## src/rtl/shared_arb_pkg.sv

```systemverilog
// Shared definitions for the shared-bus arbiter: FSM encoding and watchdog counter width.
package shared_arb_pkg;

  typedef enum logic [1:0] {
    ST_IDLE  = 2'd0,
    ST_BUSY  = 2'd1,
    ST_ABORT = 2'd2
  } arb_state_t;

  // Width of the stalled-strobe watchdog counter.
  localparam int CNT_W = 8;

endpackage

```

## src/rtl/shared_bus_arbiter_rr_picker.sv

```systemverilog
// rr_picker: combinational round-robin selector. Scans upward from last+1
// (modulo N) and returns the first requester as a one-hot vector and an index.
// Reusable by any shared-resource arbiter.
module rr_picker #(
  parameter int N  = 4,
  parameter int IW = (N > 1) ? $clog2(N) : 1
) (
  input  logic [N-1:0]  req,
  input  logic [IW-1:0] last,
  output logic [N-1:0]  gnt,
  output logic [IW-1:0] idx,
  output logic          valid
);

  int          cand;
  logic [IW-1:0] cand_idx;

  // First requester after 'last' wins; 'last' itself is checked last.
  always_comb begin
    gnt      = '0;
    idx      = '0;
    valid    = 1'b0;
    cand     = 0;
    cand_idx = '0;
    for (int i = 1; i <= N; i++) begin
      cand     = (int'(last) + i) % N;
      cand_idx = cand[IW-1:0];
      if (!valid && req[cand_idx]) begin
        valid         = 1'b1;
        gnt[cand_idx] = 1'b1;
        idx           = cand_idx;
      end
    end
  end

endmodule

```

## src/rtl/shared_bus_arbiter.sv

```systemverilog
// shared_bus_arbiter: round-robin Wishbone arbiter granting whole tenures
// (cyc rise to cyc fall) of one downstream bus to NUM_MASTERS masters.
// Optional watchdog abort of stalled strobes: define SHARED_ARB_TIMEOUT_EN.
//
// Handshake: a master requests with cyc&stb; it owns the bus from the cycle
// after the grant until it drops cyc. Every strobe of the owner completes when
// the slave's ack (passed back combinationally) is seen; non-owners simply
// never see ack. A watchdog abort completes the strobe with err instead.
module shared_bus_arbiter
  import shared_arb_pkg::*;
#(
  parameter int NUM_MASTERS    = 4,
  parameter int TIMEOUT_CYCLES = 255
) (
  input  logic                      wb_clk_i,
  input  logic                      wb_rst_ni,
  input  logic [NUM_MASTERS-1:0]    m_cyc_i,
  input  logic [NUM_MASTERS-1:0]    m_stb_i,
  input  logic [NUM_MASTERS-1:0]    m_we_i,
  input  logic [4*NUM_MASTERS-1:0]  m_sel_i,
  input  logic [32*NUM_MASTERS-1:0] m_adr_i,
  input  logic [32*NUM_MASTERS-1:0] m_dat_i,
  output logic [32*NUM_MASTERS-1:0] m_dat_o,
  output logic [NUM_MASTERS-1:0]    m_ack_o,
  output logic [NUM_MASTERS-1:0]    m_err_o,
  output logic                      s_cyc_o,
  output logic                      s_stb_o,
  output logic                      s_we_o,
  output logic [3:0]                s_sel_o,
  output logic [31:0]               s_adr_o,
  output logic [31:0]               s_dat_o,
  input  logic [31:0]               s_dat_i,
  input  logic                      s_ack_i,
  output logic [NUM_MASTERS-1:0]    gnt_o,
  output arb_state_t                state_o
);

  localparam int IW = $clog2(NUM_MASTERS);

  arb_state_t             state;
  logic [NUM_MASTERS-1:0] gnt_q;
  logic [IW-1:0]          own_idx;
  logic [IW-1:0]          last_idx;
  logic [NUM_MASTERS-1:0] req;
  logic [NUM_MASTERS-1:0] pick_gnt;
  logic [IW-1:0]          pick_idx;
  logic                   pick_valid;
  logic                   busy;
  logic                   timeout_hit;

  assign req     = m_cyc_i & m_stb_i;
  assign busy    = (state == ST_BUSY);
  assign gnt_o   = gnt_q;
  assign state_o = state;

  rr_picker #(.N(NUM_MASTERS), .IW(IW)) u_picker (
    .req   (req),
    .last  (last_idx),
    .gnt   (pick_gnt),
    .idx   (pick_idx),
    .valid (pick_valid)
  );

`ifdef SHARED_ARB_TIMEOUT_EN
  localparam logic [CNT_W-1:0] TMO_LAST = CNT_W'(TIMEOUT_CYCLES - 1);

  logic [CNT_W-1:0] tmo_cnt;
  logic             own_stb;

  assign own_stb = m_cyc_i[own_idx] & m_stb_i[own_idx];

  // The abort fires in the stalled cycle that brings the count to TIMEOUT_CYCLES;
  // own_stb (not s_stb_o) is used so the abort does not feed back on itself.
  assign timeout_hit = busy & own_stb & ~s_ack_i & (tmo_cnt == TMO_LAST);

  // Count stalled strobe cycles of the owner; cleared outside BUSY and on every ack.
  always_ff @(posedge wb_clk_i) begin
    if (!wb_rst_ni) begin
      tmo_cnt <= '0;
    end else if (!busy || s_ack_i) begin
      tmo_cnt <= '0;
    end else if (own_stb) begin
      tmo_cnt <= tmo_cnt + 1'b1;
    end
  end

  // Single-cycle error pulse to the owner when the watchdog fires.
  always_comb begin
    m_err_o = '0;
    if (timeout_hit) m_err_o[own_idx] = 1'b1;
  end
`else
  assign timeout_hit = 1'b0;
  assign m_err_o     = '0;
`endif

  // Arbitration FSM: grant on any request, hold until the owner drops cyc.
  always_ff @(posedge wb_clk_i) begin
    if (!wb_rst_ni) begin
      state    <= ST_IDLE;
      gnt_q    <= '0;
      own_idx  <= '0;
      last_idx <= IW'(NUM_MASTERS - 1);
    end else begin
      case (state)
        ST_IDLE: begin
          if (pick_valid) begin
            state   <= ST_BUSY;
            gnt_q   <= pick_gnt;
            own_idx <= pick_idx;
          end
        end
        ST_BUSY: begin
          if (!m_cyc_i[own_idx]) begin
            state    <= ST_IDLE;
            gnt_q    <= '0;
            last_idx <= own_idx;
          end else if (timeout_hit) begin
            state <= ST_ABORT;
          end
        end
`ifdef SHARED_ARB_TIMEOUT_EN
        ST_ABORT: begin
          if (!m_cyc_i[own_idx]) begin
            state    <= ST_IDLE;
            gnt_q    <= '0;
            last_idx <= own_idx;
          end
        end
`endif
        default: begin
          state <= ST_IDLE;
          gnt_q <= '0;
        end
      endcase
    end
  end

  // Route the owner to the slave and the slave response back to the owner only.
  always_comb begin
    s_cyc_o = 1'b0;
    s_stb_o = 1'b0;
    s_we_o  = 1'b0;
    s_sel_o = '0;
    s_adr_o = '0;
    s_dat_o = '0;
    m_ack_o = '0;
    m_dat_o = '0;
    if (busy) begin
      s_cyc_o = m_cyc_i[own_idx] & ~timeout_hit;
      s_stb_o = m_stb_i[own_idx] & ~timeout_hit;
      s_we_o  = m_we_i[own_idx];
      s_sel_o = m_sel_i[4*own_idx +: 4];
      s_adr_o = m_adr_i[32*own_idx +: 32];
      s_dat_o = m_dat_i[32*own_idx +: 32];
      m_ack_o[own_idx]            = s_ack_i;
      m_dat_o[32*own_idx +: 32]   = s_dat_i;
    end
  end

endmodule

```

## config.mk

```make
export PLATFORM = sky130hd
export DESIGN_NAME = shared_bus_arbiter
export DESIGN_NICKNAME = d
export VERILOG_FILES = /design/src/rtl/shared_arb_pkg.sv /design/src/rtl/shared_bus_arbiter_rr_picker.sv /design/src/rtl/shared_bus_arbiter.sv
export SDC_FILE = /design/constraint.sdc
export NUM_CORES = 1
export LEC_CHECK = 0
export BUFFER_PORTS_ARGS = -buffer_cell sky130_fd_sc_hd__buf_2
export CORE_AREA = 2 2 204 206
export CTS_BUF_LIST = sky130_fd_sc_hd__clkbuf_8
export DETAILED_ROUTE_END_ITERATION = 7
export DIE_AREA = 0 0 206 208
export HOLD_SLACK_MARGIN = 0.12
export PLACE_DENSITY = 0.33
export RECOVER_POWER = 50
export SKIP_LAST_GASP = 1
export SLEW_MARGIN = 40
export SYNTH_ARGS = -nofsm -noshare
export SYNTH_HDL_FRONTEND = slang
export SYNTH_HIERARCHICAL = 1
export SYNTH_SLANG_ARGS = --single-unit
```

## constraint.sdc

```tcl
create_clock -name wb_clk_i -period 6.3 [get_ports wb_clk_i]
set_input_delay 0.63 -clock wb_clk_i [delete_from_list [all_inputs] [get_ports wb_clk_i]]
set_output_delay 0.63 -clock wb_clk_i [all_outputs]
set_load 0.1 [all_outputs]
```

==> results.py <==
metrics = {
    "logic_synthesis": {
        "ys_types": 44,
        "synth_area_per_cell_um2": 9.32,
        "synth_adder_area_share_pct": 3.77,
        "ys_seq_elements": 9,
        "synth_top_family_by_area": "multiplexers",
        "synth_edf_count": 0,
        "synth_xor_area_share_pct": 0,
        "synth_ff_type": "dfxtp_1",
        "yosys_warnings": 6,
        "async_reset_ff_share_pct": 0,
        "syn_area_um2": 4310,
        "synth.area.mux_share_pct": 41.0,
        "synthSimpleGateAreaFrac_pct": 36.2,
        "yosysSeqAreaShare_pct": 4.18,
        "synth_cells": 463,
        "synth_compound_area_share_pct": 6.56,
    },
    "global_routing": {
        "grt_pass1_vias": 5924,
        "grt.overflow.total": 0,
        "antenna_found_initial": 4,
        "grt_pass1_wl_um": 38800,
        "grt_max_degree": 58,
        "grtUsageTotal_pct": 11.9,
    },
    "sta": {
        "setup_tns_ps": 0,
        "period_needed_ps": 4290,
        "finalHoldViolations": 0,
        "setup_viol": 0,
        "period_share_pct": 68.1,
        "slew_headroom_pct": 8.46,
        "tightest_slew_ps": 1380,
        "fmax_ghz": 0.233,
        "fin_ws_ps": 2010,
        "rsz0062_at_grt": "false",
        "fin_skew_ps": 4.43,
        "drv_slew": 0,
    },
    "layout": {
        "drive_gt1_share_pct": 54.7,
        "layout_commonest_cell": "buf_2",
        "layout_common_cells": "buf_2 (427), and2_1 (201), clkbuf_1 (99)",
        "layout.nets": 1282,
        "areaGrowthSynthToFinish_pct": 69.6,
    },
    "drt": {
        "via_per_inst": 3.89,
        "wl_um": 28000,
        "routedWlPerCell_um": 18.9,
        "vias": 5767,
        "drc": 0,
        "dr.first_iter.drc_count": 290,
        "dr.pass1.iters": 5,
        "ant_nets": 0,
    },
    "clocking": {
        "clkTransAtPathRegs_ps": 50,
        "clk-insertion-delay-late_ps": 240,
        "cts_buffers": 3,
        "cts_hold_buffers": 0,
        "post_cts_resized": 0,
        "cts_setup_buffers": 0,
        "cts.path.max_buffers": 2,
        "root_buffer": "clkbuf_8",
        "htree_levels": 1,
        "clkSinkCount": 9,
        "cts_tree": "done",
    },
    "floorplanning": {
        "die_h_um": 208,
        "dieArea_um2": 42800,
        "start_util_pct": 10.6,
        "fp.dieW_um": 206,
        "io_pins": 532,
        "core_um2": 40600,
        "rows": 74,
    },
    "worst_setup_path": {
        "cp_cell_sequence": "buf_4 -> mux4_2 -> and2_0 -> clkbuf_1",
        "path_buf_inv": 2,
        "cp_slowest_cell": "dfxtp_1",
        "endpoint_kind": "output pin",
        "crit_required_ps": 5670,
        "crit_fanout": 57,
        "critPathKind": "flop to output pin",
        "cpPeakStageDelay_ps": 1050,
        "crit_family": "buffers and inverters",
        "cp-start-kind": "flop",
        "cp.arrival_ps": 3660,
    },
    "pwr": {
        "p_leak_nw": 3.55,
        "power.density_nw_per_um2": 156,
        "ir_drop_v": 0.0000950,
    },
    "placed_design": {
        "numPortBuffers": 526,
        "hpwl_um": 23800,
        "dp_slack_ps": 2650,
        "routabilityCongestion": 0.866,
    },
    "run_status": {
        "status": "finished, final reports clean",
    },
    "flow_run": {
        "drv_cap": 0,
    },
    "hold_path": {
        "hp-class": "flop to flop",
    },
}
==> state kept, by name, summed over array words and instances, names as in the netlist <==
| name | count |
|---|---|
| gnt_o | 4 |
| last_idx | 2 |
| own_idx | 2 |
| state_o | 1 |
==> worst min-delay path: stages (launching register included) <==
cell and delay (ps):
dfxtp_1 320, nand4_1 80, o21ai_0 70
==> layout make-up <==
class / count / area (um^2)
Sequential cell: 9 / 188
Clock buffer: 3 / 41.3
Antenna cell: 2 / 5.00
Timing Repair Buffer: 532 / 2570
Clock inverter: 1 / 3.75
Fill cell: 4726 / 33200
Inverter: 13 / 48.8
Multi-Input combinational cell: 391 / 3800
Tap cell: 532 / 666
==> path summary, 6_finish.rpt <==
check / start / end / slack, ps / cells after the start
worst max-delay path: own_idx[1] / s_cyc_o / 2010 / 4
worst min-delay path: gnt_o[1] / gnt_o[1] / 530 / 2
worst min register to register: gnt_o[1] / gnt_o[1] / 530 / 2
worst max register to register: last_idx[1] / gnt_o[3] / 3120 / 9
==> power breakdown <==
part,internal [mW],total (mW),switching (mW)
Sequential,0.0624,0.0870,0.0246
Clock,0.0428,0.0691,0.0263
Combinational,0.261,0.987,0.726
Total,0.366,1.14,0.777
==> synthesized netlist by cell type, drive strengths merged (2+ instances only) <==
master	count	area, um^2
a211oi	3	22.5
and4	2	17.5
buf	27	203
and3	4	25.0
nor2b	4	25.0
inv	13	48.8
a31oi	5	31.3
mux2	3	33.8
mux2i	9	90.1
nand4	9	56.3
o211a	3	30.0
o21ai	6	30.0
a21oi	5	25.0
and2	203	1270
clkbuf	27	101
or3	4	25.0
nand2	10	37.5
ha	13	163
dfxtp	9	180
mux4	73	1640
nor2	5	18.8
a2111o	4	45.0
o31ai	4	30.0
nand2b	2	12.5
==> layer usage <==
metal / routed length, um / global-route usage (%)
met5: 40 / 0
met4: 155 / 0.837
met3: 2110 / 2.04
met2: 14900 / 23.1
met1: 10800 / 14.1
==> per-stage QoR <==
stage / cell area [um^2] / cells / hold WS, ps / power [mW] / util (%)
3_3_place_gp: 7370 / 1476 / 519 / 1.10 / 18.2
3_5_place_dp: 7390 / 1477 / 523 / 1.10 / 18.2
5_1_grt: 7310 / 1482 / 575 / 1.20 / 18.0
2_1_floorplan: 4330 / 467 / 608 / 0.850 / -
4_1_cts: 7440 / 1481 / 547 / 1.18 / 18.3
6_report: 7310 / 1483 / 534 / 1.14 / 18.0
==> logic make-up after synthesis <==
family | count (synthesis)
AOI/OAI and AO/OA | 38
adders and majority gates | 13
buffers and inverters | 67
DFF | 9
muxes | 85
other | 1
and+or+nand+nor | 250
Note: power is estimated with default switching activity, not from simulation.
